===== src/rtl/mult_seq16.sv =====
// Sequential 16x16 unsigned shift-add multiplier: one add/shift per clock through a
// single carry-lookahead adder, with valid/ready handshakes on both sides.

module cla16 (
   input  logic [15:0] a_i,
   input  logic [15:0] b_i,
   input  logic        cin_i,
   output logic [15:0] sum_o,
   output logic        cout_o
);

   logic [15:0] g, p, c;
   logic [3:0]  grp_g, grp_p;
   logic [4:0]  grp_c;

   // Four 4-bit groups; group carries are resolved by lookahead, bit carries ripple inside a group.
   always_comb begin
      g = a_i & b_i;
      p = a_i ^ b_i;
      for (int k = 0; k < 4; k++) begin
         grp_g[k] = g[4*k+3] | (p[4*k+3] & g[4*k+2]) | (p[4*k+3] & p[4*k+2] & g[4*k+1]) |
                    (p[4*k+3] & p[4*k+2] & p[4*k+1] & g[4*k]);
         grp_p[k] = &p[4*k +: 4];
      end
      grp_c[0] = cin_i;
      for (int k = 0; k < 4; k++) begin
         grp_c[k+1] = grp_g[k] | (grp_p[k] & grp_c[k]);
      end
      for (int i = 0; i < 16; i++) begin
         if (i % 4 == 0) c[i] = grp_c[i/4];
         else            c[i] = g[i-1] | (p[i-1] & c[i-1]);
      end
      sum_o  = p ^ c;
      cout_o = grp_c[4];
   end

endmodule

module mult_seq16 #(
   parameter int WIDTH = 16
) (
   input  logic               clk,
   input  logic               rst_n,
   input  logic               flush,
   input  logic               in_valid,
   output logic               in_ready,
   input  logic [WIDTH-1:0]   a,
   input  logic [WIDTH-1:0]   b,
   output logic               out_valid,
   input  logic               out_ready,
   output logic [2*WIDTH-1:0] product
);

   typedef enum logic [1:0] {IDLE, RUN, DONE} state_t;

   state_t      state_q, state_d;
   logic [3:0]  cnt_q, cnt_d;
   logic [31:0] acc_q, acc_d;
   logic [15:0] mcand_q, mcand_d;
   logic [31:0] product_q, product_d;

   logic [15:0] add_sum;
   logic        add_cout;
   logic [16:0] partial;
   logic [31:0] acc_shift;

   cla16 u_cla (
      .a_i    (acc_q[31:16]),
      .b_i    (mcand_q),
      .cin_i  (1'b0),
      .sum_o  (add_sum),
      .cout_o (add_cout)
   );

   // The adder carry becomes the new MSB after the shift, so no product bit is lost.
   assign partial   = acc_q[0] ? {add_cout, add_sum} : {1'b0, acc_q[31:16]};
   assign acc_shift = {partial, acc_q[15:1]};

   always_comb begin
      // NOTE: every next-state signal gets a default first so no path infers a latch.
      state_d   = state_q;
      cnt_d     = cnt_q;
      acc_d     = acc_q;
      mcand_d   = mcand_q;
      product_d = product_q;
      if (flush) begin
         state_d = IDLE;
         cnt_d   = 4'd0;
      end else begin
         unique case (state_q)
            IDLE: if (in_valid) begin
               mcand_d = a;
               acc_d   = {16'd0, b};
               cnt_d   = 4'd0;
               state_d = RUN;
            end
            RUN: begin
               acc_d = acc_shift;
               cnt_d = cnt_q + 4'd1;
               if (cnt_q == 4'd15) begin
                  product_d = acc_shift;
                  state_d   = DONE;
               end
            end
            DONE: if (out_ready) state_d = IDLE;
            default: state_d = IDLE;
         endcase
      end
   end

   // NOTE: state is updated with non-blocking assignments so all registers see the same pre-edge values.
   always_ff @(posedge clk or negedge rst_n) begin
      if (!rst_n) begin
         state_q   <= IDLE;
         cnt_q     <= 4'd0;
         acc_q     <= 32'd0;
         mcand_q   <= 16'd0;
         product_q <= 32'd0;
      end else begin
         state_q   <= state_d;
         cnt_q     <= cnt_d;
         acc_q     <= acc_d;
         mcand_q   <= mcand_d;
         product_q <= product_d;
      end
   end

   assign in_ready  = (state_q == IDLE);
   assign out_valid = (state_q == DONE);
   assign product   = product_q;

endmodule

===== config.mk =====
export PLATFORM = sky130hd
export DESIGN_NAME = mult_seq16
export DESIGN_NICKNAME = d
export VERILOG_FILES = /design/src/rtl/mult_seq16.sv
export SDC_FILE = /design/constraint.sdc
export NUM_CORES = 1
export LEC_CHECK = 0
export CORE_MARGIN = 8
export CORE_UTILIZATION = 37
export DETAILED_ROUTE_END_ITERATION = 6
export SYNTH_ARGS = -nofsm -noshare
export SYNTH_HDL_FRONTEND = slang
export SYNTH_SLANG_ARGS = --single-unit

===== constraint.sdc =====
create_clock -name clk -period 3.4 [get_ports clk]
set_clock_uncertainty 0.1 [all_clocks]
set_input_delay 0.68 -clock clk [delete_from_list [all_inputs] [get_ports clk]]
set_output_delay 0.68 -clock clk [all_outputs]
set_load 0.01 [all_outputs]

==> run metrics <==
run status=finished, final reports clean; Clock Pin Slew Worst Setup and Hold Paths=0.06 ns; number of buffers created by CTS=9; number of antenna cells inserted=0; launching element type of the critical path=flip-flop; clock latency reported for the late side of the worst-skew pair=about 0.33 ns; met2 usage in global routing=a little under a quarter; wire length per cell=14.8 µm; most used routing layer in global routing=met2; Starting Density=37.5%; Largest stage delay, worst path=0.42 ns; number of buffers on the longest clock path=2; nets=approximately 570; maximum vdd ir drop=0.267 mV; Total Die Area=~15000 µm²; P&R area growth vs syn=26.3%; post-layout utilization of the core=47.4%; clock tree from TritonCTS=done; number of placed cells counting well taps=634; number of placement rows=39; largest net degree at the start of global routing=49; Die Span Y=123 µm; sequential-to-total area share from yosys stat=50.6%; endpoint required time on the critical path=3.49 ns; Max-Cap Viols=0; Ports=71; register area=2150 µm²; initial detailed-routing violation count=171; share of the cycle needed by the critical path after routing=91.9%; placed wire-length estimate after detailed placement=6980 µm; power density over the cells=496 nW/µm²; most common cell type on the critical path=sky130_fd_sc_hd__fa_1; footprint of the multi-input gates=1890 µm²; Pre-antenna DRT Iters=4; cells along the critical path=ha_1, nand2_1, o21ai_2, a221o_1, inv_1, fa_1, fa_1, fa_1, xor2_1, nor2_1, a21oi_1, o21ai_0; number of global-route vias before repair=roughly 3.3k; count of nets left with antenna violations after detail routing=0; register bit count reported by yosys=86; static leakage=2.43 nW; Yosys top cell by area=sky130_fd_sc_hd__dfrtp_1; final critical path time including I/O delays and setup=3.12 ns; Total Wirelength=9620 µm; Max H-tree Level=3; number of DRC violations after detailed routing=0; cell area after placement=about 5100 µm²; post-route standard cell area excluding fillers=5370 µm²; wire length of the first global-routing pass=15900 µm; total power draw=2.66 mW; category of the worst setup path capture point=flip-flop; number of buffers inserted for hold repair after clock tree synthesis=0; proportion of layout cells with a drive suffix above 1=7.87%; Slew Limit Fails=0; total track usage=about an eighth; placer congestion estimate=roughly 0.8; signal arrival time at the worst endpoint=3.21 ns; master of the slowest instance on the critical path=sky130_fd_sc_hd__fa_1; total of endpoints with negative setup slack in the final report=0; Ys Warns=0; clock net sink count=86; unrepaired setup endpoints after global routing=no; maximum clock frequency=about 0.32 GHz; share of synthesized flip-flops with an asynchronous set or reset=100%; final-layout fill cell count=1091; Sum Neg Setup Slack=0 ns; worst setup slack before clock tree synthesis=between 0.1 and 0.15 ns; net count after synthesis=502; number of enable flip-flop cells after synthesis=0; type of the worst setup path=reg2reg; mean instance size in the synthesized netlist=9.72 µm²; root buf cell=sky130_fd_sc_hd__clkbuf_16; transition at the pin with the smallest max-transition slack=approximately 0.8 ns; number of antenna violations at the first check in global routing=0; leading cell types by total area after synthesis=sky130_fd_sc_hd__dfrtp_1 51%, sky130_fd_sc_hd__nand2_1 11%, sky130_fd_sc_hd__o21ai_0 8.1%; met3 Usage GRT=1.87%; top cell type's share of synthesized area=50.6%; class of the most critical hold timing path=in2async; IO buf count=70; Most used DFF post-synth=sky130_fd_sc_hd__dfrtp_1; Gate Count Post-Synth=437; global route overflow=0; summed instance area of the synthesized netlist=between 4000 and 5000 µm²; GR Util met1=around 16%; crit path max fanout=3; vias after detailed routing=3144; setup ws final=roughly 0.28 ns; fin cells=roughly 650; worst max-slew margin expressed relative to the limit=between 40% and 50%; Yosys cell types=39; number of failing hold endpoints at the final stage=0; worst hold-check slack=roughly 0.22 ns; Via density=4.83; CORE AREA=11300 µm²; Die Wd=123 µm
==> logic make-up after synthesis <==
group | count (synthesis) | share of synthesized area (%)
simple gates | 147 | 14.5
compound gates | 99 | 12.9
flops | 86 | 50.6
buf+inv | 49 | 5.12
fa+ha+maj | 28 | 10.2
mux | 24 | 5.83
xor+xnor | 4 | 0.825
==> sequential cells by signal (all words and copies together) (netlist names) <==
name	count
product	32
mcand_q	16
acc_q	32
cnt_q	4
state_q	2
==> layout make-up <==
| class | count | area share (%) |
|---|---|---|
| inverters | 25 | 1.75 |
| clock inverters | 7 | 0.956 |
| multi-input cells | 302 | 35.1 |
| repair buffers | 79 | 14.5 |
| well taps | 143 | 3.33 |
| clock buffers | 9 | 4.20 |
| flip-flops and latches | 86 | 40.1 |
==> synthesized netlist by cell type (2+ instances only) <==
library cell	n
sky130_fd_sc_hd__a21o_1	2
sky130_fd_sc_hd__a21oi_1	16
sky130_fd_sc_hd__a22oi_1	2
sky130_fd_sc_hd__and4_1	2
sky130_fd_sc_hd__buf_1	2
sky130_fd_sc_hd__buf_2	12
sky130_fd_sc_hd__buf_4	3
sky130_fd_sc_hd__clkbuf_1	6
sky130_fd_sc_hd__dfrtp_1	86
sky130_fd_sc_hd__fa_1	11
sky130_fd_sc_hd__ha_1	17
sky130_fd_sc_hd__inv_1	24
sky130_fd_sc_hd__mux2_2	6
sky130_fd_sc_hd__mux2i_1	18
sky130_fd_sc_hd__nand2_1	120
sky130_fd_sc_hd__nand3_1	3
sky130_fd_sc_hd__nor2_1	11
sky130_fd_sc_hd__nor2b_1	3
sky130_fd_sc_hd__o21ai_0	69
sky130_fd_sc_hd__o21ai_1	2
sky130_fd_sc_hd__o22ai_1	2
sky130_fd_sc_hd__xor2_1	3
==> placed cells by master, fill, tap and decap left out, types with 6 or more instances in the layout <==
cell                              Yosys  final
sky130_fd_sc_hd__mux2_2               6      6
sky130_fd_sc_hd__fa_1                11     11
sky130_fd_sc_hd__inv_1               24     24
sky130_fd_sc_hd__buf_4                3      9
sky130_fd_sc_hd__clkdlybuf4s50_1      0     69
sky130_fd_sc_hd__o21ai_0             69     68
sky130_fd_sc_hd__clkbuf_16            0      9
sky130_fd_sc_hd__dfrtp_1             86     86
sky130_fd_sc_hd__ha_1                17     17
sky130_fd_sc_hd__a21oi_1             16     16
sky130_fd_sc_hd__nand2_1            120    120
sky130_fd_sc_hd__nor2_1              11     11
sky130_fd_sc_hd__mux2i_1             18     18
==> what timing repair did <==
| item | CTS | global route |
|---|---|---|
| setup endpoints to repair | 0 | 6 |
| buffers inserted | 0 | 1 |
| resized for setup | 0 | 2 |
==> report_power, final <==
group          internal, mW  switching, mW  total [mW]  leakage (nW)
sequential             1.13         0.0993        1.23          1.14
combinational         0.239          0.293       0.532          1.16
clock                 0.496          0.409       0.904         0.131
==> worst max-delay path, delay by kind of cell (launching register included) <==
kind            cells  cell delay, ns
fa+ha+maj           4            1.54
compound gates      4            0.60
flops               1            0.40
xor+xnor            1            0.14
simple gates        2            0.13
buf+inv             1            0.08
==> routing by layer <==
metal | wire length [µm] | vias up | share of wire, %
met2 | 4900 | 38 | 51
met5 | 0 | - | 0
li1 | - | 1581 | -
met1 | 4240 | 1513 | 44
met3 | 288 | 12 | 3.0
met4 | 178 | 0 | 1.9
==> path summary, 6_finish.rpt <==
check                           cells past startpoint  slack, ns                 endpoint                    start
min in group clk                                    2       0.37  product[10]$_DFFE_PN0P_  product[10]$_DFFE_PN0P_
worst max-delay path                               12       0.28    acc_q[26]$_DFFE_PN0P_    acc_q[19]$_DFFE_PN0P_
worst max register to register                     12       0.28    acc_q[26]$_DFFE_PN0P_    acc_q[19]$_DFFE_PN0P_
worst min-delay path                                1       0.22  product[27]$_DFFE_PN0P_                    rst_n
max in group asynchronous                           2       2.35    acc_q[28]$_DFFE_PN0P_                    rst_n
worst min register to register                      2       0.37  product[10]$_DFFE_PN0P_  product[10]$_DFFE_PN0P_
No activity file was read; power rests on OpenSTA's default activity.
